==> config.mk <==
export PLATFORM = sky130hd
export DESIGN_NAME = dmem_axil_ctrl
export DESIGN_NICKNAME = d
export VERILOG_FILES = /design/src/rtl/dmem_axil_pkg.sv /design/src/rtl/dmem_axil_ctrl.sv
export SDC_FILE = /design/constraint.sdc
export NUM_CORES = 1
export LEC_CHECK = 0
export ABC_AREA = 0
export ABC_CLOCK_PERIOD_IN_PS = 2700
export CORE_UTILIZATION = 37
export CTS_CLUSTER_SIZE = 24
export DETAILED_ROUTE_END_ITERATION = 8
export HOLD_SLACK_MARGIN = 0.15
export PLACE_DENSITY = 0.75
export REMOVE_ABC_BUFFERS = 1
export SETUP_SLACK_MARGIN = 0.5
export SYNTH_ARGS = -nofsm -noshare
export SYNTH_HDL_FRONTEND = slang
export SYNTH_SLANG_ARGS = --single-unit
==> constraint.sdc <==
create_clock -name clk -period 2.7 [get_ports clk]
set_input_delay 0.405 -clock clk [delete_from_list [all_inputs] [get_ports clk]]
set_output_delay 0.405 -clock clk [all_outputs]
set_load 0.02 [all_outputs]
==> src/rtl/dmem_axil_pkg.sv <==
// dmem_axil_pkg
// Shared definitions for the AXI4-Lite data-memory controller:
//   state_t           - controller FSM states
//   grant_t           - one-bit round-robin history (which side won last)
//   RESP_OKAY/SLVERR  - AXI response encodings
//   DEFAULT_MEM_BYTES - default implemented memory size in bytes
package dmem_axil_pkg;

  typedef enum logic [2:0] {
    IDLE,
    WR_MEM,
    WR_RESP,
    RD_ADDR,
    RD_WAIT,
    RD_RESP
  } state_t;

  typedef enum logic {
    GRANT_READ  = 1'b0,
    GRANT_WRITE = 1'b1
  } grant_t;

  localparam logic [1:0] RESP_OKAY   = 2'b00;
  localparam logic [1:0] RESP_SLVERR = 2'b10;

  localparam int DEFAULT_MEM_BYTES = 1024;

endpackage

==> src/rtl/dmem_axil_ctrl.sv <==
// dmem_axil_ctrl
// AXI4-Lite slave that sequences a block-RAM data memory with a one-cycle
// registered read latency. One transaction is in flight at a time; reads and
// writes are arbitrated round-robin when both are eligible.
//
// Ports:
//   clk, rst                     clock, asynchronous active-high reset
//   s_aw*/s_w*/s_b*              AXI4-Lite write address / data / response
//   s_ar*/s_r*                   AXI4-Lite read address / data
//   mem_write, mem_byte_en       memory write enable and byte enables
//   mem_addr, mem_wdata          word-aligned memory address, write data
//   mem_rdata                    memory read data (one cycle after mem_addr)
//
// Every output is a register. Readies are decided one cycle ahead: the
// arbiter runs in IDLE (when no grant is outstanding) and in the cycle a
// response completes, so the winning ready is already high in the following
// IDLE cycle, which is the handshake cycle.
module dmem_axil_ctrl
  import dmem_axil_pkg::*;
#(
  parameter int ADDR_W    = 12,
  parameter int MEM_BYTES = DEFAULT_MEM_BYTES
) (
  input  logic              clk,
  input  logic              rst,
  input  logic [ADDR_W-1:0] s_awaddr,
  input  logic              s_awvalid,
  output logic              s_awready,
  input  logic [31:0]       s_wdata,
  input  logic [3:0]        s_wstrb,
  input  logic              s_wvalid,
  output logic              s_wready,
  output logic [1:0]        s_bresp,
  output logic              s_bvalid,
  input  logic              s_bready,
  input  logic [ADDR_W-1:0] s_araddr,
  input  logic              s_arvalid,
  output logic              s_arready,
  output logic [31:0]       s_rdata,
  output logic [1:0]        s_rresp,
  output logic              s_rvalid,
  input  logic              s_rready,
  output logic              mem_write,
  output logic [3:0]        mem_byte_en,
  output logic [ADDR_W-1:0] mem_addr,
  output logic [31:0]       mem_wdata,
  input  logic [31:0]       mem_rdata
);

  // One extra bit so a memory that fills the whole address space still works.
  localparam logic [ADDR_W:0] MEM_LIMIT = (ADDR_W + 1)'(MEM_BYTES);

  state_t state;
  grant_t last_grant;
  logic   wr_oor;
  logic   rd_oor;

  logic              wr_elig;
  logic              rd_elig;
  logic              pick_wr;
  logic              pick_rd;
  logic              arb_en;
  logic              aw_oor;
  logic              ar_oor;
  logic [ADDR_W-1:0] aw_aligned;
  logic [ADDR_W-1:0] ar_aligned;

  always_comb begin
    wr_elig = s_awvalid && s_wvalid;
    rd_elig = s_arvalid;
    // A lone request always wins; on a conflict the side that did not win last.
    pick_wr = wr_elig && (!rd_elig || (last_grant == GRANT_READ));
    pick_rd = rd_elig && !pick_wr;
    arb_en  = ((state == IDLE) && !s_awready && !s_arready) ||
              ((state == WR_RESP) && s_bready) ||
              ((state == RD_RESP) && s_rready);
    aw_oor     = {1'b0, s_awaddr} >= MEM_LIMIT;
    ar_oor     = {1'b0, s_araddr} >= MEM_LIMIT;
    aw_aligned = {s_awaddr[ADDR_W-1:2], 2'b00};
    ar_aligned = {s_araddr[ADDR_W-1:2], 2'b00};
  end

  always_ff @(posedge clk or posedge rst) begin
    if (rst) begin
      state       <= IDLE;
      last_grant  <= GRANT_READ;
      wr_oor      <= 1'b0;
      rd_oor      <= 1'b0;
      s_awready   <= 1'b0;
      s_wready    <= 1'b0;
      s_arready   <= 1'b0;
      s_bvalid    <= 1'b0;
      s_bresp     <= RESP_OKAY;
      s_rvalid    <= 1'b0;
      s_rresp     <= RESP_OKAY;
      s_rdata     <= 32'h0;
      mem_write   <= 1'b0;
      mem_byte_en <= 4'h0;
      mem_addr    <= '0;
      mem_wdata   <= 32'h0;
    end else begin
      if (arb_en) begin
        s_awready <= pick_wr;
        s_wready  <= pick_wr;
        s_arready <= pick_rd;
        if (pick_wr) begin
          last_grant <= GRANT_WRITE;
        end else if (pick_rd) begin
          last_grant <= GRANT_READ;
        end
      end

      case (state)
        IDLE: begin
          // A ready raised last cycle makes this the handshake cycle. If the
          // master withdrew its valid the grant is simply dropped.
          if (s_awready) begin
            s_awready <= 1'b0;
            s_wready  <= 1'b0;
            if (s_awvalid && s_wvalid) begin
              mem_addr    <= aw_aligned;
              mem_wdata   <= s_wdata;
              mem_byte_en <= s_wstrb;
              mem_write   <= !aw_oor;
              wr_oor      <= aw_oor;
              state       <= WR_MEM;
            end
          end else if (s_arready) begin
            s_arready <= 1'b0;
            if (s_arvalid) begin
              mem_addr <= ar_aligned;
              rd_oor   <= ar_oor;
              state    <= RD_ADDR;
            end
          end
        end
        WR_MEM: begin
          mem_write <= 1'b0;
          s_bvalid  <= 1'b1;
          s_bresp   <= wr_oor ? RESP_SLVERR : RESP_OKAY;
          state     <= WR_RESP;
        end
        WR_RESP: begin
          if (s_bready) begin
            s_bvalid <= 1'b0;
            state    <= IDLE;
          end
        end
        RD_ADDR: begin
          // Memory samples mem_addr at the end of this cycle.
          state <= RD_WAIT;
        end
        RD_WAIT: begin
          s_rdata  <= rd_oor ? 32'h0 : mem_rdata;
          s_rresp  <= rd_oor ? RESP_SLVERR : RESP_OKAY;
          s_rvalid <= 1'b1;
          state    <= RD_RESP;
        end
        RD_RESP: begin
          if (s_rready) begin
            s_rvalid <= 1'b0;
            state    <= IDLE;
          end
        end
        default: state <= IDLE;
      endcase
    end
  end

endmodule

==> reports/qor.tcl, run 1 <==
set qor(run_status) {finished, final reports clean}
set qor(critical_path.max_fanout) 36
set qor(floorplan.rows) 37
set qor(timing_hold_violations_final) 0
set qor(finalPower_uw) 6976
set qor(setup.reg_to_reg.worst_slack_ns) 0.64
set qor(final_nets) 619
set qor(largest_net_degree_at_the_start_of_global_routing) 46
set qor(ctsResizeCount) 0
set qor(netlist.area_leader.share) 0.5801
set qor(crit_path_top_delay_cell) {or3_1}
set qor(worst_ep_arrival_time_ns) 2.29
set qor(cts-hold-fix-buffers) 0
set qor(count_of_inserted_antenna_diode_cells) 0
set qor(yosysWarnings) 0
set qor(worst_setup_path_endpoint) {mem_wdata[27]$_DFFE_PP0P_}
set qor(initial_antenna_violation_count) 0
set qor(required_ns) 2.93
set qor(routed_via_density) 4.740
set qor(synth_top_cells_by_area) {dfrtp_1, mux2_4, mux2_2}
set qor(slowest_delay_ns) 0.56
set qor(worst_setup_path_start_kind) {flop}
set qor(grt_setup_unrepaired) {false}
set qor(power.ir.vdd_worst_mv) 0.4680
set qor(grt_pass1_wl_um) 15670
set qor(pwr_density_cell_nw_per_um2) 1152
set qor(initialDrtViolationCount) 97
set qor(finClkSkew_ns) 0.008475
set qor(worst-slew-pin-transition_ns) 0.8587
set qor(cts.root.buffer_cell) {clkbuf_8}
set qor(tritoncts) {yes}
set qor(routed_wirelength_um) 9565
set qor(post-synth-top-count-cell) {dfrtp_1}
set qor(synth_largest_area_cell) {dfrtp_1}
set qor(multiInputGateArea_sq_um) 1490
set qor(num-fill-cells) 882
set qor(avg_inst_size_synth_sq_um) 11.50
set qor(crit_type) {reg -> reg}
set qor(synth.ff_latch_count) 92
set qor(die_y_um) 105.6
set qor(place_congestion) 0.8019
set qor(worstSkewPairLatency_ns) 0.35
set qor(crit_buf_inv) 1
set qor(chipWidth_um) 105.6
set qor(grt_pass1_vias) 3136
set qor(synth_edf_count) 0
set qor(area_delta_synth_final_pct) 52.59
set qor(timing.critical_path.from) {state[2]$_DFFE_PP0P_}
set qor(setup_viol_count_final) 0
set qor(hpwlAfterDp_um) 6975
set qor(register_area_share_after_synthesis) 0.5801
set qor(cts.path.max_buffers) 2
set qor(core_sq_um) 10370
set qor(dr.pass1.iters) 6
set qor(ports) 189
set qor(cts_sinks) 92
set qor(final.min_clock_period_ns) 2.059
set qor(post_drt_antenna_nets) 0
set qor(drt-wirelength-per-cell_um) 14.47
set qor(cp-end-kind) {flop}
set qor(cap_viol_max_count) 0
set qor(drive_gt1_frac) 0.1257
set qor(post_syn_area_sq_um) 3969
set qor(netlist_top_cells_count) {dfrtp_1, nand2_1, o21ai_0, nand2b_1, nor2_1}
set qor(async_reset_ff_frac) 1.000
set qor(path_delay_family) {simple AND/OR/NAND/NOR gates}
set qor(postSynthCellCount) 345
set qor(initial_utilization) 0.3827
set qor(cts_max_level) 3
set qor(seq_area_sq_um) 2302
set qor(cts_inserted_buffers) 9
set qor(fmaxAchievable_ghz) 0.4857
set qor(crit_path_cell_trace) {or3_1, nor2_4, buf_12, mux2_2}
set qor(fin_worst_hold_slack_ns) 0.3333
set qor(reg2regPathDepth) 4
set qor(globalRouteTotalUtil) 0.1789
set qor(min_path_type) {in -> async}
set qor(drcViolationCount) 0
set qor(routed-via-count) 3133
set qor(place_ws_ns) 0.6399
set qor(static_leakage_power_uw) 0.002518
set qor(cts.reportedPaths.clkPinSlew_ns) 0.09
set qor(critical_path.reg2reg.endpoint) {mem_wdata[27]$_DFFE_PP0P_}
set qor(port_buffers) 180
set qor(path_depth) 4
set qor(design.die.area_sq_um) 11150
set qor(post-cts-setup-buffer-count) 0
set qor(fin_crit_sh) 0.7626
set qor(final.setup.worst_slack_ns) 0.6409
set qor(slew_violations) 0
set qor(synth_top_flop_cell) {dfrtp_1}
set qor(max_slew_margin) 0.4275
set qor(grt-ovfl-total) 0
set qor(worst_r2r_startpoint) {state[2]$_DFFE_PP0P_}
set qor(post_synth_num_cell_types) 33
metrics by stage:
step	std cells	instance area, sq um	util	TNS [ns]
6_report	661	6056	0.5840	0
5_1_grt	661	6056	0.5840	0
2_1_floorplan	322	3801	-	-8.920
3_5_place_dp	645	5854	0.5646	0
3_3_place_gp	645	5854	0.5646	0
4_1_cts	661	6056	0.5840	0
worst min path at each step:
stage                     cells past startpoint                    endpoint
after floorplan                               1          wr_oor$_DFFE_PP0P_
after global placement                        2     s_rdata[15]$_DFFE_PP0P_
after detailed placement                      2     s_rdata[22]$_DFFE_PP0P_
after CTS                                     2   mem_wdata[10]$_DFFE_PP0P_
after global routing                          2   mem_wdata[10]$_DFFE_PP0P_
final                                         2  mem_byte_en[2]$_DFFE_PP0P_
power breakdown:
part / switching (uW) / total (uW) / internal (uW)
clock network: 479 / 931 / 452
logic: 1700 / 3550 / 1840
registers: 459 / 2500 / 2040
total: 2640 / 6980 / 4330
worst register-to-register path, delay by kind of cell, from the launching register on:
family / cells / cell delay (ns)
simple gates: 2 / 0.78
flops: 1 / 0.51
buf+inv: 1 / 0.26
mux: 1 / 0.40
state kept, by name, indices dropped and copies added (netlist names):
signal and count:
last_grant 1, s_wready 1, state 3, mem_wdata 32, s_arready 1, s_bvalid 1, s_rresp 1, mem_write 1
s_rdata 32, s_awready 1, rd_oor 1, mem_byte_en 4, wr_oor 1, s_rvalid 1, s_bresp 1, mem_addr 10
placed cells by master, fill, tap and decap left out, drive strengths merged:
cell,netlist,final
a211oi,1,1
a21bo,1,1
a21oi,19,19
and3,1,1
buf,13,7
bufinv,0,1
clkbuf,13,10
clkdlybuf4s50,0,180
clkinv,0,4
clkinvlp,0,2
conb,1,4
dfrtp,92,92
inv,3,2
mux2,38,38
mux2i,10,10
nand2,44,44
nand2b,33,33
nand3,1,1
nand3b,1,1
nor2,23,23
nor2b,1,1
nor3,4,4
o21a,1,1
o21ai,38,38
o21bai,1,1
o22ai,1,1
o2bb2ai,1,1
o32a,1,1
o32ai,1,1
or3,2,2
cell type report:
class,instances,area share
clock buffer,10,0.02273
clock inverter,6,0.01054
inverter,3,0.002066
multi-input combinational,227,0.2461
sequential,92,0.3802
tap,136,0.02810
timing repair buffer,187,0.3103
cells by family after synthesis:
| family | synth area share |
|---|---|
| and+or+nand+nor | 0.1324 |
| DFF | 0.5801 |
| AOI/OAI and AO/OA | 0.08859 |
| muxes | 0.1501 |
| buffers and inverters | 0.04792 |
| other | 0.0009449 |
layer usage:
| layer | GRT usage | up-vias | part of all wire |
|---|---|---|---|
| li1 | - | 1495 | - |
| met1 | 0.2276 | 1492 | 0.42 |
| met2 | 0.2904 | 133 | 0.47 |
| met3 | 0.05690 | 13 | 0.089 |
| met4 | 0.05655 | 0 | 0.014 |
| met5 | 0 | - | 0 |
(Power assumes the default switching activity.)
==> run 2, diff against run 1 <==
ABC_CLOCK_PERIOD_IN_PS = 1700   (was 2700)
clock period = 1.7 ns   (was 2.7 ns; I/O delays follow)
==> run 2 against run 1 <==
Against the previous run:
- the run now ends with setup timing left
- sequential share of layout area decreased by 5.6 points
- critical path type unchanged
- highest routed layer unchanged
- cell count increased by 10%
- non-clock buffer count increased by 64
- routed wire length increased by 31%
- sequential cell count unchanged
- critical endpoint is now mem_byte_en[2]$_DFFE_PP0P_
- global-route usage increased by 1.7 points
- largest power group unchanged
- combinational power increased by 120%
- worst setup slack got worse by 0.64 ns
- final area increased by 17%
==> reports/qor.tcl, run 2 (synthesis gave the netlist of run 1 again) <==
set qor(count_of_inserted_antenna_diode_cells) 0 ;# unchanged
set qor(crit_type) {reg -> reg} ;# unchanged
set qor(reg.largest.list) {mem_wdata: 32 flops, s_rdata: 32 flops, mem_addr: 10 flops} ;# unchanged
set qor(final_common_cell) {clkdlybuf4s50_1} ;# unchanged
set qor(chipWidth_um) 105.6 ;# unchanged
set qor(final.min_clock_period_ns) 1.701 ;# was 2.059 ns
set qor(drive_gt1_frac) 0.4941 ;# was 0.1257
set qor(area_delta_synth_final_pct) 79.29 ;# was 52.59%
set qor(drcViolationCount) 0 ;# unchanged
set qor(ports) 189 ;# unchanged
set qor(final_nets) 685 ;# was 619
set qor(cts_max_level) 3 ;# unchanged
set qor(finalPower_uw) 13550 ;# was 6976 uW
set qor(port_buffers) 180 ;# unchanged
set qor(cts.path.max_buffers) 2 ;# unchanged
set qor(failed_checks) {setup timing}
set qor(worst_ep_arrival_time_ns) 1.93 ;# was 2.29 ns
set qor(cp-end-kind) {flop} ;# unchanged
set qor(setup_viol_count_final) 1 ;# was 0
set qor(slew_violations) 0 ;# unchanged
set qor(seq_area_sq_um) 2305 ;# was 2302 sq um
set qor(core_sq_um) 10370 ;# unchanged
set qor(cap_viol_max_count) 0 ;# unchanged
set qor(largest_net_degree_at_the_start_of_global_routing) 44 ;# was 46
set qor(fin_worst_hold_slack_ns) 0.3215 ;# was 0.3333 ns
set qor(cts_inserted_buffers) 9 ;# unchanged
set qor(layout_common_cells) {clkdlybuf4s50_1, dfrtp_1, buf_6, buf_2, buf_4} ;# was clkdlybuf4s50_1, dfrtp_1, nand2_1, o21ai_0, nand2b_1
set qor(grt_pass1_vias) 3339 ;# was 3136
set qor(critical_path.max_fanout) 9 ;# was 36
set qor(grt_pass1_wl_um) 16990 ;# was 15670 um
set qor(initialDrtViolationCount) 114 ;# was 97
set qor(initial_antenna_violation_count) 0 ;# unchanged
set qor(fmaxAchievable_ghz) 0.5880 ;# was 0.4857 GHz
set qor(cts.root.buffer_cell) {clkbuf_8} ;# unchanged
set qor(grt_setup_unrepaired) {true} ;# was false
set qor(initial_utilization) 0.3827 ;# unchanged
set qor(routed-via-count) 3489 ;# was 3133
set qor(multiInputGateArea_sq_um) 1989 ;# was 1490 sq um
set qor(post_drt_antenna_nets) 0 ;# unchanged
set qor(pwr_density_cell_nw_per_um2) 1904 ;# was 1152 nW/um^2
set qor(routed_via_density) 4.799 ;# was 4.740
set qor(final.setup.worst_slack_ns) -0.0008249 ;# was 0.6409 ns
set qor(power.ir.vdd_worst_mv) 0.8449 ;# was 0.4680 mV
set qor(min_path_type) {in -> async} ;# unchanged
set qor(num-fill-cells) 777 ;# was 882
set qor(run_status) {finished, violations left} ;# was finished, final reports clean
set qor(globalRouteTotalUtil) 0.1963 ;# was 0.1789
set qor(cts.reportedPaths.clkPinSlew_ns) 0.09 ;# about the same
set qor(dr.pass1.iters) 4 ;# was 6
set qor(die_y_um) 105.6 ;# unchanged
set qor(fin_crit_sh) 1.000 ;# was 0.7626
set qor(worstSkewPairLatency_ns) 0.35 ;# about the same
set qor(design.die.area_sq_um) 11150 ;# unchanged
set qor(grt-ovfl-total) 0 ;# unchanged
set qor(cts_sinks) 92 ;# unchanged
set qor(required_ns) 1.93 ;# was 2.93 ns
set qor(floorplan.rows) 37 ;# unchanged
set qor(drt-wirelength-per-cell_um) 17.25 ;# was 14.47 um
set qor(timing_hold_violations_final) 0 ;# unchanged
set qor(place_congestion) 0.7949 ;# was 0.8019
set qor(tritoncts) {yes} ;# unchanged
set qor(worst_setup_path_start_kind) {flop} ;# unchanged
set qor(finClkSkew_ns) 0.008838 ;# was 0.008475 ns
set qor(routed_wirelength_um) 12540 ;# was 9565 um
set qor(hpwlAfterDp_um) 7106 ;# was 6975 um
set qor(static_leakage_power_uw) 0.003245 ;# was 0.002518 uW
-- run 2: cell types whose count changed in the layout (fill, tap and decap cells not counted), sizes merged --
| cell | change |
|---|---|
| clkbuf | +8 |
| buf | +143 |
| clkinvlp | -2 |
| dlygate4sd3 | +1 |
| bufinv | +1 |
| clkdlybuf4s50 | -86 |
| nand2 | +2 |
| clkinv | -1 |
-- run 2: path summary, 6_finish.rpt --
path / cells after the start / slack [ns] / startpoint / end
max reg2reg: 5 / -0.0008 / state[0]$_DFFE_PP0P_ / mem_byte_en[2]$_DFFE_PP0P_
min reg2reg: 1 / 0.50 / wr_oor$_DFFE_PP0P_ / wr_oor$_DFFE_PP0P_
max in group asynchronous: 3 / 0.67 / rst / mem_byte_en[3]$_DFFE_PP0P_
max: 5 / -0.0008 / state[0]$_DFFE_PP0P_ / mem_byte_en[2]$_DFFE_PP0P_
min: 3 / 0.32 / rst / s_rdata[18]$_DFFE_PP0P_
min in group clk: 3 / 0.45 / mem_rdata[21] / s_rdata[21]$_DFFE_PP0P_
-- run 2: metal layers --
metal | global-route usage | up-vias | share of wire
met5 | 0 | - | 0
met4 | 0.07639 | 0 | 0.019
met3 | 0.05071 | 22 | 0.077
met2 | 0.3257 | 152 | 0.50
met1 | 0.2453 | 1673 | 0.40
li1 | - | 1642 | -
-- run 2: worst max-delay path: stages (launching register included) --
cell and delay (ns):
dfrtp_1 0.39, or3_4 0.42, nor2_4 0.19, buf_6 0.15, buf_16 0.14, mux2_4 0.31
-- run 2: layout make-up --
type,count,share of cell area
multi-input cells,229,0.2796
well taps,136,0.02391
clock inverters,4,0.009847
inverters,3,0.002462
flip-flops and latches,92,0.3239
clock buffers,12,0.02321
repair buffers,251,0.3371
-- run 2: power by group --
group / internal, uW / switching (uW) / leakage, uW / total (uW)
Clock: 946 / 769 / 0.000122 / 1710
Combinational: 3990 / 3770 / 0.00197 / 7750
Sequential: 3240 / 832 / 0.00116 / 4080
-- run 2: timing repair --
item | CTS | global route
pin swaps | 2 | 42
setup buffers | 5 | 35
hold endpoints to repair | 7 | 0
hold buffers | 1 | 0
endpoints found under the setup margin | 176 | 123
cloned | 5 | 7
resized for setup | 393 | 213
-- run 2: metrics by stage --
stage | cells | worst slack, ns | setup TNS [ns] | util | instance area [sq um]
after global placement | 658 | -0.05980 | -1.453 | 0.5764 | 5977
after CTS | 685 | -0.03225 | -0.4617 | 0.5853 | 6070
after floorplan | 322 | -0.9470 | -126.65 | - | 3801
after detailed placement | 658 | -0.1046 | -2.529 | 0.5764 | 5977
final | 727 | -0.0008249 | -0.0008249 | 0.6862 | 7116
after global routing | 727 | -0.03837 | -0.5183 | 0.6862 | 7116
==> run 3, diff against run 2 <==
CAP_MARGIN = 20   (was default)
==> results of run 3 <==
No change in the layout: final DEF, timing and power equal those of run 2.
